===== config.mk =====
export PLATFORM = sky130hd
export DESIGN_NAME = ssd1306_spi_rx_flat
export DESIGN_NICKNAME = d
export VERILOG_FILES = /design/src/rtl/ssd1306_pkg.sv /design/src/rtl/ssd1306_spi_rx_if.sv /design/src/rtl/ssd1306_spi_deser.sv /design/src/rtl/ssd1306_spi_rx.sv /design/src/flat_wrapper.sv
export SDC_FILE = /design/constraint.sdc
export NUM_CORES = 1
export LEC_CHECK = 0
export CAP_MARGIN = 20
export CORE_MARGIN = 1
export CORE_UTILIZATION = 25
export CTS_CLUSTER_DIAMETER = 120
export DETAILED_ROUTE_END_ITERATION = 6
export DONT_BUFFER_PORTS = 1
export HOLD_SLACK_MARGIN = 0.03
export SLEW_MARGIN = 15
export SYNTH_ARGS = -nofsm -noshare
export SYNTH_HDL_FRONTEND = slang
export SYNTH_SLANG_ARGS = --single-unit
export TNS_END_PERCENT = 5

===== constraint.sdc =====
create_clock -name clk -period 1.9 [get_ports clk]
set_clock_uncertainty 0.15 [all_clocks]
set_input_delay 0.38 -clock clk [delete_from_list [all_inputs] [get_ports clk]]
set_output_delay 0.38 -clock clk [all_outputs]
set_load 0.05 [all_outputs]

===== src/rtl/ssd1306_pkg.sv =====
// ssd1306_pkg: SSD1306 opcodes, addressing-mode encodings, parser states and opcode classification.
package ssd1306_pkg;
  localparam logic [7:0] SET_CONTRAST  = 8'h81;
  localparam logic [7:0] DISPLAY_OFF   = 8'hAE;
  localparam logic [7:0] DISPLAY_ON    = 8'hAF;
  localparam logic [7:0] INVERT_OFF    = 8'hA6;
  localparam logic [7:0] INVERT_ON     = 8'hA7;
  localparam logic [7:0] CHARGEPUMP    = 8'h8D;
  localparam logic [7:0] MEMORYMODE    = 8'h20;
  localparam logic [7:0] COLUMNADDR    = 8'h21;
  localparam logic [7:0] PAGEADDR      = 8'h22;
  localparam logic [7:0] SETMULTIPLEX  = 8'hA8;
  localparam logic [7:0] SETDISPOFFSET = 8'hD3;
  localparam logic [7:0] SETCLOCKDIV   = 8'hD5;
  localparam logic [7:0] SETPRECHARGE  = 8'hD9;
  localparam logic [7:0] SETCOMPINS    = 8'hDA;
  localparam logic [7:0] SETVCOMDETECT = 8'hDB;
  typedef enum logic [1:0] {MM_HORIZ = 2'b00, MM_VERT = 2'b01, MM_PAGE = 2'b10} mem_mode_t;
  typedef enum logic [1:0] {IDLE, ARG1, ARG2} state_t;
  function automatic logic [1:0] arg_count(input logic [7:0] op);
    case (op)
      SET_CONTRAST, CHARGEPUMP, MEMORYMODE, SETMULTIPLEX, SETDISPOFFSET,
      SETCLOCKDIV, SETPRECHARGE, SETCOMPINS, SETVCOMDETECT: return 2'd1;
      COLUMNADDR, PAGEADDR: return 2'd2;
      default: return 2'd0;
    endcase
  endfunction
  // Single-byte opcodes that are legal but change nothing we model.
  function automatic logic is_nop(input logic [7:0] op);
    return (op[7:6] == 2'b01) || (op inside {8'hA0, 8'hA1, 8'hA4, 8'hA5, 8'hC0, 8'hC8});
  endfunction
endpackage


===== src/rtl/ssd1306_spi_rx_if.sv =====
// ssd1306_spi_rx_if: OLED 4-wire SPI pins plus the framebuffer write port of the receiver.
interface ssd1306_spi_rx_if #(parameter int AW = 10);
  logic          oled_sclk;
  logic          oled_sdin;
  logic          oled_dc;
  logic          oled_res;
  logic          fb_we;
  logic [AW-1:0] fb_addr;
  logic [7:0]    fb_wdata;
  modport master (output oled_sclk, oled_sdin, oled_dc, oled_res, input fb_we, fb_addr, fb_wdata);
  modport slave  (input oled_sclk, oled_sdin, oled_dc, oled_res, output fb_we, fb_addr, fb_wdata);
endinterface


===== src/rtl/ssd1306_spi_deser.sv =====
// ssd1306_spi_deser: pin synchronisers, sclk rising-edge detect and MSB-first byte assembly.
module ssd1306_spi_deser #(
  parameter int SYNC_STAGES = 2
) (
  input  logic       clk,
  input  logic       rst_n,
  input  logic       oled_sclk,
  input  logic       oled_sdin,
  input  logic       oled_dc,
  input  logic       oled_res,
  output logic       srst,
  output logic       byte_stb,
  output logic [7:0] rx_byte,
  output logic       rx_dc
);
  logic [SYNC_STAGES-1:0][3:0] sync_q, sync_d;
  logic [3:0] s;
  logic       sclk_prev_q, sclk_prev_d, stb_q, stb_d, dc_q, dc_d, rise;
  logic [2:0] cnt_q, cnt_d;
  logic [6:0] shift_q, shift_d;
  logic [7:0] byte_q, byte_d;
  // s = {res, dc, sdin, sclk} after the synchroniser chain
  assign s    = sync_q[SYNC_STAGES-1];
  assign srst = !rst_n || !s[3];
  assign rise = s[0] && !sclk_prev_q;
  always_comb begin
    sync_d      = {sync_q[SYNC_STAGES-2:0], {oled_res, oled_dc, oled_sdin, oled_sclk}};
    sclk_prev_d = s[0];
    shift_d     = rise ? {shift_q[5:0], s[1]} : shift_q;
    cnt_d       = rise ? cnt_q + 3'd1 : cnt_q;
    stb_d       = rise && (cnt_q == 3'd7);
    byte_d      = stb_d ? {shift_q, s[1]} : byte_q;
    dc_d        = stb_d ? s[2] : dc_q;
  end
  always_ff @(posedge clk) begin
    sync_q      <= sync_d;
    sclk_prev_q <= sclk_prev_d;
    shift_q     <= shift_d;
    byte_q      <= byte_d;
    dc_q        <= dc_d;
    if (srst) begin
      cnt_q <= '0;
      stb_q <= 1'b0;
    end else begin
      cnt_q <= cnt_d;
      stb_q <= stb_d;
    end
  end
  assign byte_stb = stb_q;
  assign rx_byte  = byte_q;
  assign rx_dc    = dc_q;
endmodule


===== src/rtl/ssd1306_spi_rx.sv =====
// ssd1306_spi_rx: SSD1306 receive model; splits SPI bytes into command decode and framebuffer writes.
// Define SSD1306_RX_BYTE_MON_EN to add the mon_valid/mon_byte/mon_dc raw byte monitor.
module ssd1306_spi_rx
  import ssd1306_pkg::*;
#(
  parameter int COLS        = 128,
  parameter int PAGES       = 8,
  parameter int SYNC_STAGES = 2,
  parameter int AW          = $clog2(COLS * PAGES)
) (
  input  logic              clk,
  input  logic              rst_n,
  ssd1306_spi_rx_if.slave   bus,
  output logic              display_on,
  output logic              invert,
  output logic [7:0]        contrast,
  output logic              charge_pump_en,
  output logic [1:0]        mem_mode,
  output logic              cmd_err
`ifdef SSD1306_RX_BYTE_MON_EN
  ,
  output logic              mon_valid,
  output logic [7:0]        mon_byte,
  output logic              mon_dc
`endif
);
  localparam int CW = $clog2(COLS);
  localparam int PW = $clog2(PAGES);
  logic          srst, stb, dc;
  logic [7:0]    b;
  state_t        state_q, state_d;
  logic [7:0]    op_q, op_d, arg1_q, arg1_d, contrast_q, contrast_d, fb_wdata_q, fb_wdata_d, col8;
  logic          display_on_q, display_on_d, invert_q, invert_d, cp_q, cp_d;
  logic          fb_we_q, fb_we_d, err_q, err_d, page_mode;
  logic [1:0]    mem_mode_q, mem_mode_d;
  logic [CW-1:0] col_q, col_d, col_start_q, col_start_d, col_end_q, col_end_d, col_inc;
  logic [PW-1:0] page_q, page_d, page_start_q, page_start_d, page_end_q, page_end_d, page_inc;
  logic [AW-1:0] fb_addr_q, fb_addr_d;
  ssd1306_spi_deser #(.SYNC_STAGES(SYNC_STAGES)) u_deser (
    .clk      (clk),
    .rst_n    (rst_n),
    .oled_sclk(bus.oled_sclk),
    .oled_sdin(bus.oled_sdin),
    .oled_dc  (bus.oled_dc),
    .oled_res (bus.oled_res),
    .srst     (srst),
    .byte_stb (stb),
    .rx_byte  (b),
    .rx_dc    (dc)
  );
  function automatic logic [CW-1:0] clamp_col(input logic [7:0] v);
    return (32'(v) >= COLS) ? CW'(COLS - 1) : CW'(v);
  endfunction
  assign col8      = 8'(col_q);
  assign col_inc   = (32'(col_q) == COLS - 1) ? '0 : col_q + 1'b1;
  assign page_inc  = (32'(page_q) == PAGES - 1) ? '0 : page_q + 1'b1;
  assign page_mode = mem_mode_q == MM_PAGE;
  always_comb begin
    state_d      = state_q;
    op_d         = op_q;
    arg1_d       = arg1_q;
    display_on_d = display_on_q;
    invert_d     = invert_q;
    contrast_d   = contrast_q;
    cp_d         = cp_q;
    mem_mode_d   = mem_mode_q;
    col_d        = col_q;
    col_start_d  = col_start_q;
    col_end_d    = col_end_q;
    page_d       = page_q;
    page_start_d = page_start_q;
    page_end_d   = page_end_q;
    fb_addr_d    = fb_addr_q;
    fb_wdata_d   = fb_wdata_q;
    fb_we_d      = 1'b0;
    err_d        = 1'b0;
    if (stb && dc) begin
      // a data byte abandons any half-received command
      err_d      = state_q != IDLE;
      state_d    = IDLE;
      fb_we_d    = 1'b1;
      fb_addr_d  = AW'(page_q) * AW'(COLS) + AW'(col_q);
      fb_wdata_d = b;
      case (mem_mode_q)
        MM_HORIZ:
          if (col_q == col_end_q) begin
            col_d  = col_start_q;
            page_d = (page_q == page_end_q) ? page_start_q : page_inc;
          end else col_d = col_inc;
        MM_VERT:
          if (page_q == page_end_q) begin
            page_d = page_start_q;
            col_d  = (col_q == col_end_q) ? col_start_q : col_inc;
          end else page_d = page_inc;
        default: col_d = col_inc;
      endcase
    end else if (stb) begin
      case (state_q)
        IDLE:
          if (arg_count(b) != 2'd0) begin
            op_d    = b;
            state_d = ARG1;
          end else begin
            display_on_d = (b == DISPLAY_ON) || (display_on_q && b != DISPLAY_OFF);
            invert_d     = (b == INVERT_ON) || (invert_q && b != INVERT_OFF);
            if (page_mode && b[7:3] == 5'b10110) page_d = PW'(b[2:0]);
            if (page_mode && b[7:4] == 4'h0) col_d = clamp_col({col8[7:4], b[3:0]});
            if (page_mode && b[7:4] == 4'h1) col_d = clamp_col({b[3:0], col8[3:0]});
            err_d = !(is_nop(b) || b[7:5] == 3'b000 || b[7:3] == 5'b10110 ||
                      (b inside {DISPLAY_ON, DISPLAY_OFF, INVERT_ON, INVERT_OFF}));
          end
        ARG1:
          if (arg_count(op_q) == 2'd2) begin
            arg1_d  = b;
            state_d = ARG2;
          end else begin
            state_d    = IDLE;
            contrast_d = (op_q == SET_CONTRAST) ? b : contrast_q;
            cp_d       = (op_q == CHARGEPUMP) ? b[2] : cp_q;
            mem_mode_d = (op_q == MEMORYMODE && b[1:0] != 2'b11) ? b[1:0] : mem_mode_q;
          end
        ARG2: begin
          state_d = IDLE;
          if (op_q == COLUMNADDR) begin
            col_start_d = clamp_col(arg1_q);
            col_end_d   = clamp_col(b);
            col_d       = clamp_col(arg1_q);
          end else begin
            page_start_d = PW'(arg1_q[2:0]);
            page_end_d   = PW'(b[2:0]);
            page_d       = PW'(arg1_q[2:0]);
          end
        end
        default: state_d = IDLE;
      endcase
    end
  end
  always_ff @(posedge clk) begin
    if (srst) begin
      state_q      <= IDLE;
      op_q         <= '0;
      arg1_q       <= '0;
      display_on_q <= 1'b0;
      invert_q     <= 1'b0;
      contrast_q   <= 8'h7F;
      cp_q         <= 1'b0;
      mem_mode_q   <= MM_PAGE;
      col_q        <= '0;
      col_start_q  <= '0;
      col_end_q    <= CW'(COLS - 1);
      page_q       <= '0;
      page_start_q <= '0;
      page_end_q   <= PW'(PAGES - 1);
      fb_addr_q    <= '0;
      fb_wdata_q   <= '0;
      fb_we_q      <= 1'b0;
      err_q        <= 1'b0;
    end else begin
      state_q      <= state_d;
      op_q         <= op_d;
      arg1_q       <= arg1_d;
      display_on_q <= display_on_d;
      invert_q     <= invert_d;
      contrast_q   <= contrast_d;
      cp_q         <= cp_d;
      mem_mode_q   <= mem_mode_d;
      col_q        <= col_d;
      col_start_q  <= col_start_d;
      col_end_q    <= col_end_d;
      page_q       <= page_d;
      page_start_q <= page_start_d;
      page_end_q   <= page_end_d;
      fb_addr_q    <= fb_addr_d;
      fb_wdata_q   <= fb_wdata_d;
      fb_we_q      <= fb_we_d;
      err_q        <= err_d;
    end
  end
  assign bus.fb_we      = fb_we_q;
  assign bus.fb_addr    = fb_addr_q;
  assign bus.fb_wdata   = fb_wdata_q;
  assign display_on     = display_on_q;
  assign invert         = invert_q;
  assign contrast       = contrast_q;
  assign charge_pump_en = cp_q;
  assign mem_mode       = mem_mode_q;
  assign cmd_err        = err_q;
`ifdef SSD1306_RX_BYTE_MON_EN
  logic       mon_valid_q, mon_valid_d, mon_dc_q, mon_dc_d;
  logic [7:0] mon_byte_q, mon_byte_d;
  always_comb begin
    mon_valid_d = stb;
    mon_byte_d  = stb ? b : mon_byte_q;
    mon_dc_d    = stb ? dc : mon_dc_q;
  end
  always_ff @(posedge clk) begin
    mon_byte_q <= mon_byte_d;
    mon_dc_q   <= mon_dc_d;
    if (srst) mon_valid_q <= 1'b0;
    else      mon_valid_q <= mon_valid_d;
  end
  assign mon_valid = mon_valid_q;
  assign mon_byte  = mon_byte_q;
  assign mon_dc    = mon_dc_q;
`endif
endmodule


===== src/flat_wrapper.sv =====
// flat-port wrapper written by rule: the top's interface ports become plain ports
module ssd1306_spi_rx_flat import ssd1306_pkg::*;
#(
  parameter int COLS        = 128,
  parameter int PAGES       = 8,
  parameter int SYNC_STAGES = 2,
  parameter int AW          = $clog2(COLS * PAGES)
)
  (clk, rst_n, display_on, invert, contrast, charge_pump_en, mem_mode, cmd_err, bus_oled_sclk, bus_oled_sdin, bus_oled_dc, bus_oled_res, bus_fb_we, bus_fb_addr, bus_fb_wdata);
  ssd1306_spi_rx_if #(.AW(AW)) bus_i ();
  input  logic clk;
  input  logic rst_n;
  output logic display_on;
  output logic invert;
  output logic [7:0] contrast;
  output logic charge_pump_en;
  output logic [1:0] mem_mode;
  output logic cmd_err;
  input wire logic [$bits(bus_i.oled_sclk)-1:0] bus_oled_sclk;
  input wire logic [$bits(bus_i.oled_sdin)-1:0] bus_oled_sdin;
  input wire logic [$bits(bus_i.oled_dc)-1:0] bus_oled_dc;
  input wire logic [$bits(bus_i.oled_res)-1:0] bus_oled_res;
  output wire logic [$bits(bus_i.fb_we)-1:0] bus_fb_we;
  output wire logic [$bits(bus_i.fb_addr)-1:0] bus_fb_addr;
  output wire logic [$bits(bus_i.fb_wdata)-1:0] bus_fb_wdata;
  assign bus_i.oled_sclk = bus_oled_sclk;
  assign bus_i.oled_sdin = bus_oled_sdin;
  assign bus_i.oled_dc = bus_oled_dc;
  assign bus_i.oled_res = bus_oled_res;
  assign bus_fb_we = bus_i.fb_we;
  assign bus_fb_addr = bus_i.fb_addr;
  assign bus_fb_wdata = bus_i.fb_wdata;
  ssd1306_spi_rx #(.COLS(COLS), .PAGES(PAGES), .SYNC_STAGES(SYNC_STAGES), .AW(AW)) u_core (.clk(clk), .rst_n(rst_n), .bus(bus_i), .display_on(display_on), .invert(invert), .contrast(contrast), .charge_pump_en(charge_pump_en), .mem_mode(mem_mode), .cmd_err(cmd_err));
endmodule

==> results.py, run 1 <==
metrics = {
    "worst_setup_path": {
        "crit_arrival_ns": 2.25,
        "rr_worst_depth": 7,
        "cp.depth": 7,
        "crit_top_cell": "buf_6",
        "worstPathMaxFanout": 8,
        "crit_type": "reg2reg",
        "cp-end-kind": "register",
        "max_stage_delay_ns": 0.54,
        "crit_slowest_cell": "or4b_4",
        "crit_required_ns": 2.03,
        "cp_num_buf_inv": 2,
        "crit_family": "simple AND/OR/NAND/NOR gates",
        "start_kind": "register",
        "crit_chain": "or4b_4, buf_6, o311a_4, nor4_4, buf_6, o21ai_1, a31oi_1",
    },
    "synth": {
        "netlist_instances": 538,
        "avgSynthCellArea_sq_um": 9.14,
        "synth-main-ff-cell": "dfxtp_1",
        "synth.net_count": 550,
        "synth_edf_count": 16,
        "synthArstFlopShare": 0,
        "synth.distinct_cells": 58,
        "synth_mux_area_frac": 0.0863,
        "synth_top_family_by_area": "simple AND/OR/NAND/NOR gates",
        "synth-simple-area-share": 0.212,
        "synth-adder-area-share": 0.0153,
        "synth-xor-area-share": 0.0339,
        "synthesis.yosys.warnings": 0,
        "synth_seq_area_share": 0.481,
        "syn_area_sq_mm": 0.00491,
        "synth-seq-cells": 110,
        "synth_compound_area_frac": 0.133,
    },
    "place": {
        "place_congestion": 0.800,
        "post-dp-hpwl_um": 9320,
        "dpl_cell_area_sq_mm": 0.00580,
        "numPortBuffers": 0,
    },
    "clock_network": {
        "cts-root-buf": "clkbuf_16",
        "cts_made_buffers": 9,
        "clockBufferDepth": 2,
        "htreeDepth": 3,
        "clkSlewWorstSetupHoldPaths_ns": 0.08,
        "cts.sinks": 110,
        "cts_tree": "yes",
        "clkLatencyLatePin_ns": 0.36,
    },
    "sta": {
        "slew_violations": 0,
        "fmax_ghz": 0.473,
        "rsz0062_at_grt": "true",
        "setup_viol": 20,
        "worstMarginPinSlew_ns": 0.548,
        "tns_ns": -2.19,
        "timing.final.ws_setup_ns": -0.212,
        "period_share": 1.11,
        "hold_viol": 0,
        "min_period_ns": 2.11,
        "slew_headroom": 0.634,
        "timing.hold.ws_ns": 0.182,
    },
    "cells_and_area": {
        "syn_to_final_growth_pct": 27.9,
        "layout_common_cells": "93 x nand2_1, 89 x dfxtp_1, 79 x buf_4, 41 x nor2_1, 39 x mux2i_1",
        "final_common_cell": "nand2_1",
        "final_area_sq_mm": 0.00629,
        "drive_above_1_share": 0.223,
        "nets": 613,
        "diodes": 0,
        "final.fill_count": 1964,
    },
    "routing": {
        "ant_nets": 0,
        "routed_wl_um": 12800,
        "remaining_drc_errors": 0,
        "vias_per_cell": 4.69,
        "drt-pass1-iter-count": 4,
        "wl_per_cell_um": 14.8,
        "drtIter0Drc": 260,
        "via_count": 4060,
    },
    "power_and_ir_drop": {
        "leakage_nw": 2.37,
        "powerDensity_mw_per_mm2": 701,
        "fin_total_pwr_w": 0.00441,
        "peakVddDrop_uv": 562,
    },
    "grt": {
        "grt_max_degree": 50,
        "grt_util_all_layers": 0.131,
        "overflow": 0,
        "antenna_found_initial": 0,
        "first_global_vias": 3832,
        "grt_pass1_wl_um": 20400,
    },
    "floorplanning": {
        "core_area_sq_mm": 0.0190,
        "fp.dieW_um": 142,
        "dieArea_sq_mm": 0.0202,
        "pin_count": 39,
        "rows": 50,
        "die_h_um": 142,
        "start_util": 0.259,
    },
    "flow_run": {
        "cap_violations": 0,
    },
    "worst_hold_path": {
        "hold_path.class": "reg2reg",
        "whs_path_depth": 0,
    },
    "run_status": {
        "status": "finished with violations",
        "violations": "negative setup slack",
    },
}
[area by class of cell]
class                      count  area (sq um)  share of cell area
multi-input combinational    380          2470               0.393
sequential                   110          2370               0.377
timing repair buffer          92           769               0.122
tap                          260           325              0.0518
clock buffer                   9           225              0.0358
clock inverter                 7          96.3              0.0153
inverter                       8          30.0             0.00478
[Yosys cell counts, types with 4 or more instances]
master / number / area (sq um)
o21ai_0: 22 / 110
nand2_1: 95 / 357
a311oi_1: 5 / 43.8
and3_1: 4 / 25.0
nor2b_1: 9 / 56.3
mux2i_1: 39 / 390
nand3_1: 9 / 45.0
edfxtp_1: 16 / 480
nor3_1: 12 / 60.1
nor2_1: 42 / 158
nand2b_1: 4 / 25.0
xnor2_1: 12 / 105
or3_1: 4 / 25.0
o211ai_1: 6 / 45.0
inv_1: 8 / 30.0
clkbuf_1: 34 / 128
o31ai_1: 4 / 30.0
a21oi_1: 33 / 165
ha_1: 6 / 75.1
nand4_1: 5 / 31.3
xor2_1: 7 / 61.3
nor4b_1: 5 / 43.8
a31oi_1: 7 / 43.8
dfxtp_1: 94 / 1880
[report_power, final]
| part | leakage, nW | internal [W] | switching, W |
|---|---|---|---|
| combinational | 1.30 | 0.0000209 | 0.0000459 |
| clock | 0.156 | 0.000966 | 0.000998 |
| sequential | 0.910 | 0.00237 | 0.00000662 |
[sequential cells by signal, summed over array words and instances (netlist names), 4 cells and up]
name                    cells
u_core.bus.fb_addr         10
u_core.arg1_q               8
u_core.bus.fb_wdata         8
u_core.contrast             8
u_core.op_q                 8
u_core.u_deser.rx_byte      8
u_core.col_end_q            7
u_core.col_q                7
u_core.col_start_q          7
u_core.u_deser.shift_q      7
u_core.u_deser.s            4
u_core.u_deser.sync_d       4
[path summary, 6_finish.rpt]
path         slack (ns)                           startpoint                           end
max               -0.21  u_core.u_deser.rx_byte[6]$_DFFE_PP_  u_core.col_q[3]$_SDFFE_PP0P_
min                0.18     u_core.u_deser.sync_d[7]$_DFF_P_   u_core.u_deser.s[3]$_DFF_P_
max reg2reg       -0.21  u_core.u_deser.rx_byte[6]$_DFFE_PP_  u_core.col_q[3]$_SDFFE_PP0P_
min reg2reg        0.18     u_core.u_deser.sync_d[7]$_DFF_P_   u_core.u_deser.s[3]$_DFF_P_
[cells by family after synthesis]
group	Yosys count
AO/OA/AOI/OAI	102
buffers and inverters	48
XOR/XNOR	19
AND/OR/NAND/NOR	211
flip-flops	110
multiplexers	42
adder cells (fa/ha/maj)	6
[timing repair]
| action | CTS | global route |
|---|---|---|
| setup endpoints to repair | 25 | 50 |
| resized for setup | 10 | 18 |
| hold endpoints to repair | 4 | 0 |
| pin swaps | 4 | 9 |
| buffers inserted | 0 | 0 |
| hold buffers | 4 | 0 |
[per-layer routing]
| layer | wire length [um] | share of wire | GRT usage | up-vias |
|---|---|---|---|---|
| met5 | 0 | 0 | 0 | - |
| met4 | 244 | 0.019 | 0.0402 | 0 |
| met3 | 604 | 0.047 | 0.0330 | 23 |
| met2 | 5870 | 0.46 | 0.211 | 90 |
| met1 | 6120 | 0.48 | 0.170 | 1923 |
| li1 | - | - | - | 2024 |
[through the flow]
stage,setup slack (ns),std cells,util
floorplan,-0.195,538,-
global placement,-0.225,846,0.306
detailed placement,-0.245,846,0.306
CTS,-0.247,866,0.327
global route,-0.292,866,0.332
finish,-0.212,866,0.332
No activity file was read; power rests on OpenSTA's default activity.
==> run 2, diff against run 1 <==
==> constraint.sdc (replaced) <==
create_clock -name clk -period 2.4 [get_ports clk]
set_clock_uncertainty 0.15 [all_clocks]
set_input_delay 0.48 -clock clk [delete_from_list [all_inputs] [get_ports clk]]
set_output_delay 0.48 -clock clk [all_outputs]
set_load 0.05 [all_outputs]
==> results.py, run 2 (synthesized netlist as in run 1, its figures left out) <==
metrics = {
    "cells_and_area": {
        "layout_common_cells": "94 x nand2_1, 94 x dfxtp_1, 42 x nor2_1, 39 x mux2i_1, 35 x buf_4",
        "diodes": 0,
        "drive_above_1_share": 0.112,
        "largest_reg_flops": 10,
        "post-route-util": 0.299,
        "final.fill_count": 1984,
        "nets": 560,
        "syn_to_final_growth_pct": 15.3,
    },
    "grt": {
        "met2_usage": 0.196,
        "grt_pass1_wl_um": 20100,
        "grt_util_met1": 0.173,
        "first_global_vias": 3568,
        "use_met3": 0.0481,
        "overflow": 0,
        "grt_util_all_layers": 0.131,
        "grt_max_degree": 49,
        "antenna_found_initial": 0,
        "top_usage_layer": "met2",
    },
    "floorplanning": {
        "fp.dieW_um": 142,
        "pin_count": 39,
        "rows": 50,
        "dieArea_sq_mm": 0.0202,
        "die_h_um": 142,
        "core_area_sq_mm": 0.0190,
        "start_util": 0.259,
    },
    "sta": {
        "min_period_ns": 2.23,
        "tns_ns": 0,
        "hold_viol": 0,
        "fmax_ghz": 0.449,
        "period_share": 0.928,
        "worstMarginPinSlew_ns": 0.686,
        "rsz0062_at_grt": "false",
        "slew_violations": 0,
        "timing.hold.ws_ns": 0.180,
        "setup_viol": 0,
        "slew_headroom": 0.538,
    },
    "routing": {
        "drt-pass1-iter-count": 5,
        "remaining_drc_errors": 0,
        "drtIter0Drc": 232,
        "vias_per_cell": 4.76,
        "ant_nets": 0,
        "routed_wl_um": 12700,
        "wl_per_cell_um": 15.6,
        "via_count": 3871,
    },
    "worst_setup_path": {
        "max_stage_delay_ns": 0.58,
        "crit_chain": "or4b_1, nor4b_1, o2bb2ai_1, a31o_2, mux2i_1",
        "crit_required_ns": 2.54,
        "worstPathMaxFanout": 9,
        "start_kind": "register",
        "cp-end-kind": "register",
        "crit_arrival_ns": 2.37,
        "crit_slowest_cell": "or4b_1",
        "crit_type": "reg2reg",
        "cp_num_buf_inv": 0,
        "crit_family": "simple AND/OR/NAND/NOR gates",
    },
    "clock_network": {
        "cts_tree": "yes",
        "clkSlewWorstSetupHoldPaths_ns": 0.08,
        "cts_resized": 0,
        "cts_made_buffers": 9,
        "cts-root-buf": "clkbuf_16",
        "clkLatencyLatePin_ns": 0.36,
        "htreeDepth": 3,
        "cts.sinks": 110,
        "clockBufferDepth": 2,
    },
    "power_and_ir_drop": {
        "clkPwrFrac": 0.430,
        "p_sw_w": 0.000771,
        "p_int_w": 0.00262,
        "pwr-share-comb": 0.015,
        "peakVddDrop_uv": 412,
        "fin_total_pwr_w": 0.00339,
        "switching_share": 0.227,
        "leakage_nw": 2.03,
        "powerDensity_mw_per_mm2": 598,
        "seq_power_share": 0.555,
    },
    "place": {
        "numPortBuffers": 0,
        "place_congestion": 0.822,
        "post-dp-hpwl_um": 9010,
    },
    "worst_hold_path": {
        "hold_path.class": "reg2reg",
    },
    "flow_run": {
        "cap_violations": 0,
    },
    "run_status": {
        "status": "finished clean",
    },
}
run 2: metrics by stage:
stage	instances	area, sq um	setup slack [ns]
6_report	813	5670	0.174
5_1_grt	813	5670	0.0371
4_1_cts	813	5670	0.156
3_5_place_dp	793	5350	0.172
3_3_place_gp	793	5350	0.252
2_1_floorplan	538	4910	0.0503
run 2: worst paths after layout:
kind,start,cells past startpoint,slack [ns],end
max,u_core.u_deser.rx_dc$_DFFE_PP_,5,0.17,u_core.op_q[2]$_SDFFE_PP0P_
min,u_core.u_deser.sync_d[7]$_DFF_P_,0,0.18,u_core.u_deser.s[3]$_DFF_P_
max reg2reg,u_core.u_deser.rx_dc$_DFFE_PP_,5,0.17,u_core.op_q[2]$_SDFFE_PP0P_
min reg2reg,u_core.u_deser.sync_d[7]$_DFF_P_,0,0.18,u_core.u_deser.s[3]$_DFF_P_
run 2: timing repair:
item                      CTS  global route
hold endpoints to repair    4             0
setup buffers               0             0
hold buffers                4             0
run 2: layer usage:
metal / up-vias / wire length, um
met5: - / 0
met4: 0 / 182
met3: 14 / 799
met2: 88 / 5730
met1: 1843 / 5990
li1: 1926 / -
run 2: final cells by class:
class,count,area [sq um],share of cell area
timing repair buffer,39,303,0.0534
inverter,8,30.0,0.00530
clock inverter,6,52.6,0.00927
clock buffer,10,229,0.0404
multi-input combinational,380,2360,0.417
sequential,110,2360,0.417
tap,260,325,0.0574
run 2: worst register-to-register path, stage by stage, from the launching register on:
cell       delay (ns)
edfxtp_1         0.47
or4b_1           0.58
nor4b_1          0.29
o2bb2ai_1        0.15
a31o_2           0.30
mux2i_1          0.23
run 2: power groups by stage:
stage / Combinational, W / Sequential [W] / Clock [W]
final: 0.0000502 / 0.00188 / 0.00146
after CTS: 0.0000510 / 0.00188 / 0.00149
after floorplan: 0.0000313 / 0.00192 / 0
after global placement: 0.0000457 / 0.00193 / 0
after detailed placement: 0.0000460 / 0.00193 / 0
after global routing: 0.0000546 / 0.00188 / 0.00159
==> run 3, diff against run 2 <==
--- a/config.mk
+++ b/config.mk
@@ -5,6 +5,7 @@
 export SDC_FILE = /design/constraint.sdc
 export NUM_CORES = 1
 export LEC_CHECK = 0
+export ABC_AREA = 1
 export CAP_MARGIN = 20
 export CORE_MARGIN = 1
 export CORE_UTILIZATION = 25
==> results.py, run 3 <==
metrics = {
    "synth": {
        "synth-seq-cells": 110,
        "synth_seq_area_share": 0.460,
        "netlist_instances": 654,
        "synth-xor-area-share": 0.00853,
        "synth-simple-area-share": 0.275,
        "yosys.area.top_type": "dfxtp_1",
        "synth-main-ff-cell": "dfxtp_1",
        "synth_area_leaders": "dfxtp_1 37%, nand2_1 12%, edfxtp_1 9.4%",
        "synthArstFlopShare": 0,
        "synth.net_count": 666,
        "syn_area_sq_mm": 0.00513,
        "synth_edf_count": 16,
        "yosys-top-cells-count": "161 x nand2_1, 94 x dfxtp_1, 72 x nor2_1",
        "synth_top_family_by_area": "simple AND/OR/NAND/NOR gates",
        "synthesis.yosys.warnings": 0,
        "synth_mux_area_frac": 0,
        "avgSynthCellArea_sq_um": 7.85,
        "synth_compound_area_frac": 0.161,
        "synth-adder-area-share": 0.0146,
        "synth.distinct_cells": 38,
        "synth_top_cell_area_share": 0.366,
        "synthMostInstantiatedCell": "nand2_1",
    },
    "clock_network": {
        "clkSlewWorstSetupHoldPaths_ns": 0.08,
        "cts_made_buffers": 9,
        "cts_tree": "yes",
        "clkLatencyLatePin_ns": 0.36,
        "cts_setup_buffers": 0,
        "cts_resized": 0,
        "clockBufferDepth": 2,
        "cts-root-buf": "clkbuf_16",
        "htreeDepth": 3,
        "cts.sinks": 110,
        "hold_buffers": 4,
    },
    "grt": {
        "grt_max_degree": 42,
        "top_usage_layer": "met2",
        "grt_util_met1": 0.170,
        "antenna_found_initial": 0,
        "grt_util_all_layers": 0.124,
        "met2_usage": 0.194,
        "overflow": 0,
        "grt_pass1_wl_um": 20800,
        "first_global_vias": 3822,
        "use_met3": 0.0346,
    },
    "worst_setup_path": {
        "rr_worst_depth": 10,
        "crit_type": "reg2reg",
        "crit_required_ns": 2.53,
        "start_kind": "register",
        "cp-end-kind": "register",
        "crit_arrival_ns": 2.20,
        "worstPathMaxFanout": 10,
    },
    "routing": {
        "drtIter0Drc": 483,
        "routed_wl_um": 13000,
        "via_count": 4298,
        "wl_per_cell_um": 13.8,
        "remaining_drc_errors": 0,
        "drt-pass1-iter-count": 5,
        "vias_per_cell": 4.57,
        "ant_nets": 0,
    },
    "cells_and_area": {
        "nets": 677,
        "syn_to_final_growth_pct": 13.4,
        "largest_reg_flops": 10,
        "diodes": 0,
        "final_common_cell": "nand2_1",
        "drive_above_1_share": 0.157,
        "final_area_sq_mm": 0.00582,
        "layout_common_cells": "161 x nand2_1, 94 x dfxtp_1, 72 x nor2_1, 64 x o21ai_0, 44 x inv_1",
    },
    "sta": {
        "period_share": 0.864,
        "rsz0062_at_grt": "false",
        "min_period_ns": 2.07,
        "slew_violations": 0,
        "worstMarginPinSlew_ns": 0.582,
        "slew_headroom": 0.611,
        "setup_viol": 0,
        "fmax_ghz": 0.482,
        "tns_ns": 0,
        "hold_viol": 0,
    },
    "power_and_ir_drop": {
        "p_sw_w": 0.000794,
        "leakage_nw": 2.38,
        "switching_share": 0.231,
        "seq_power_share": 0.549,
        "clkPwrFrac": 0.435,
        "p_int_w": 0.00264,
        "pwr-share-comb": 0.016,
        "powerDensity_mw_per_mm2": 590,
        "peakVddDrop_uv": 301,
    },
    "floorplanning": {
        "die_h_um": 145,
        "start_util": 0.255,
        "pin_count": 39,
        "dieArea_sq_mm": 0.0211,
        "rows": 52,
        "fp.dieW_um": 145,
        "core_area_sq_mm": 0.0202,
    },
    "place": {
        "dpl_cell_area_sq_mm": 0.00548,
        "post-dp-hpwl_um": 9600,
        "numPortBuffers": 0,
        "place_congestion": 0.947,
    },
    "run_status": {
        "status": "finished clean",
    },
    "worst_hold_path": {
        "hold_path.class": "reg2reg",
        "whs_path_depth": 0,
    },
    "flow_run": {
        "cap_violations": 0,
    },
}
-- run 3: cell types whose count changed in the layout (fill, tap and decap cells not counted), moves of 10 or more --
cell	previous run	this run
nand2_1	94	161
inv_2	0	23
xnor2_1	12	2
mux2i_1	39	0
nand3_1	9	22
nor2_1	42	72
o21ai_0	22	64
buf_4	35	18
inv_1	8	44
-- run 3: layer usage --
layer	vias up	wire length (um)
met5	-	0
met4	0	163
met3	18	759
met2	126	5920
met1	1985	6170
li1	2169	-
-- run 3: worst paths after layout --
kind | from | endpoint | slack (ns)
max | u_core.u_deser.rx_byte[2]$_DFFE_PP_ | u_core.display_on$_SDFFE_PP0P_ | 0.33
min | u_core.u_deser.sync_d[5]$_DFF_P_ | u_core.u_deser.s[1]$_DFF_P_ | 0.18
max reg2reg | u_core.u_deser.rx_byte[2]$_DFFE_PP_ | u_core.display_on$_SDFFE_PP0P_ | 0.33
min reg2reg | u_core.u_deser.sync_d[5]$_DFF_P_ | u_core.u_deser.s[1]$_DFF_P_ | 0.18
-- run 3: power groups by stage --
stage / Clock [W] / Combinational [W] / Sequential, W
after CTS: 0.00153 / 0.0000549 / 0.00188
after floorplan: 0 / 0.0000305 / 0.00193
after global placement: 0 / 0.0000504 / 0.00193
after detailed placement: 0 / 0.0000501 / 0.00193
final: 0.00149 / 0.0000541 / 0.00188
after global routing: 0.00160 / 0.0000593 / 0.00189
-- run 3: cells by family after synthesis --
family	count (synthesis)
AOI/OAI and AO/OA	134
xor gates and xnor gates	5
adders and majority gates	6
buffers and inverters	94
DFF	110
and+or+nand+nor	305
-- run 3: layout make-up --
type / instances / area, sq um
clock inverters: 7 / 75.1
inverters: 71 / 269
repair buffers: 23 / 195
multi-input cells: 450 / 2360
clock buffers: 9 / 225
well taps: 270 / 338
fillers: 2210 / 14300
flip-flops and latches: 110 / 2360
-- run 3: per-stage QoR --
stage	std cells	power (W)	hold WS [ns]	utilization	setup slack, ns
after floorplan	654	0.00196	0.160	-	0.503
after global placement	920	0.00198	0.160	0.272	0.361
after detailed placement	920	0.00198	0.164	0.272	0.377
after CTS	940	0.00347	0.188	0.289	0.353
after global routing	940	0.00355	0.197	0.289	0.170
final	940	0.00343	0.183	0.289	0.327
-- run 3: worst max-delay path, stage by stage, from the launching register on --
cell,delay [ns]
edfxtp_1,0.61
inv_2,0.19
nand2_1,0.12
nor2_1,0.08
a21oi_4,0.19
nand2_1,0.07
nor2_1,0.15
nand3_1,0.18
clkinv_1,0.09
nand2_1,0.05
a21oi_1,0.11
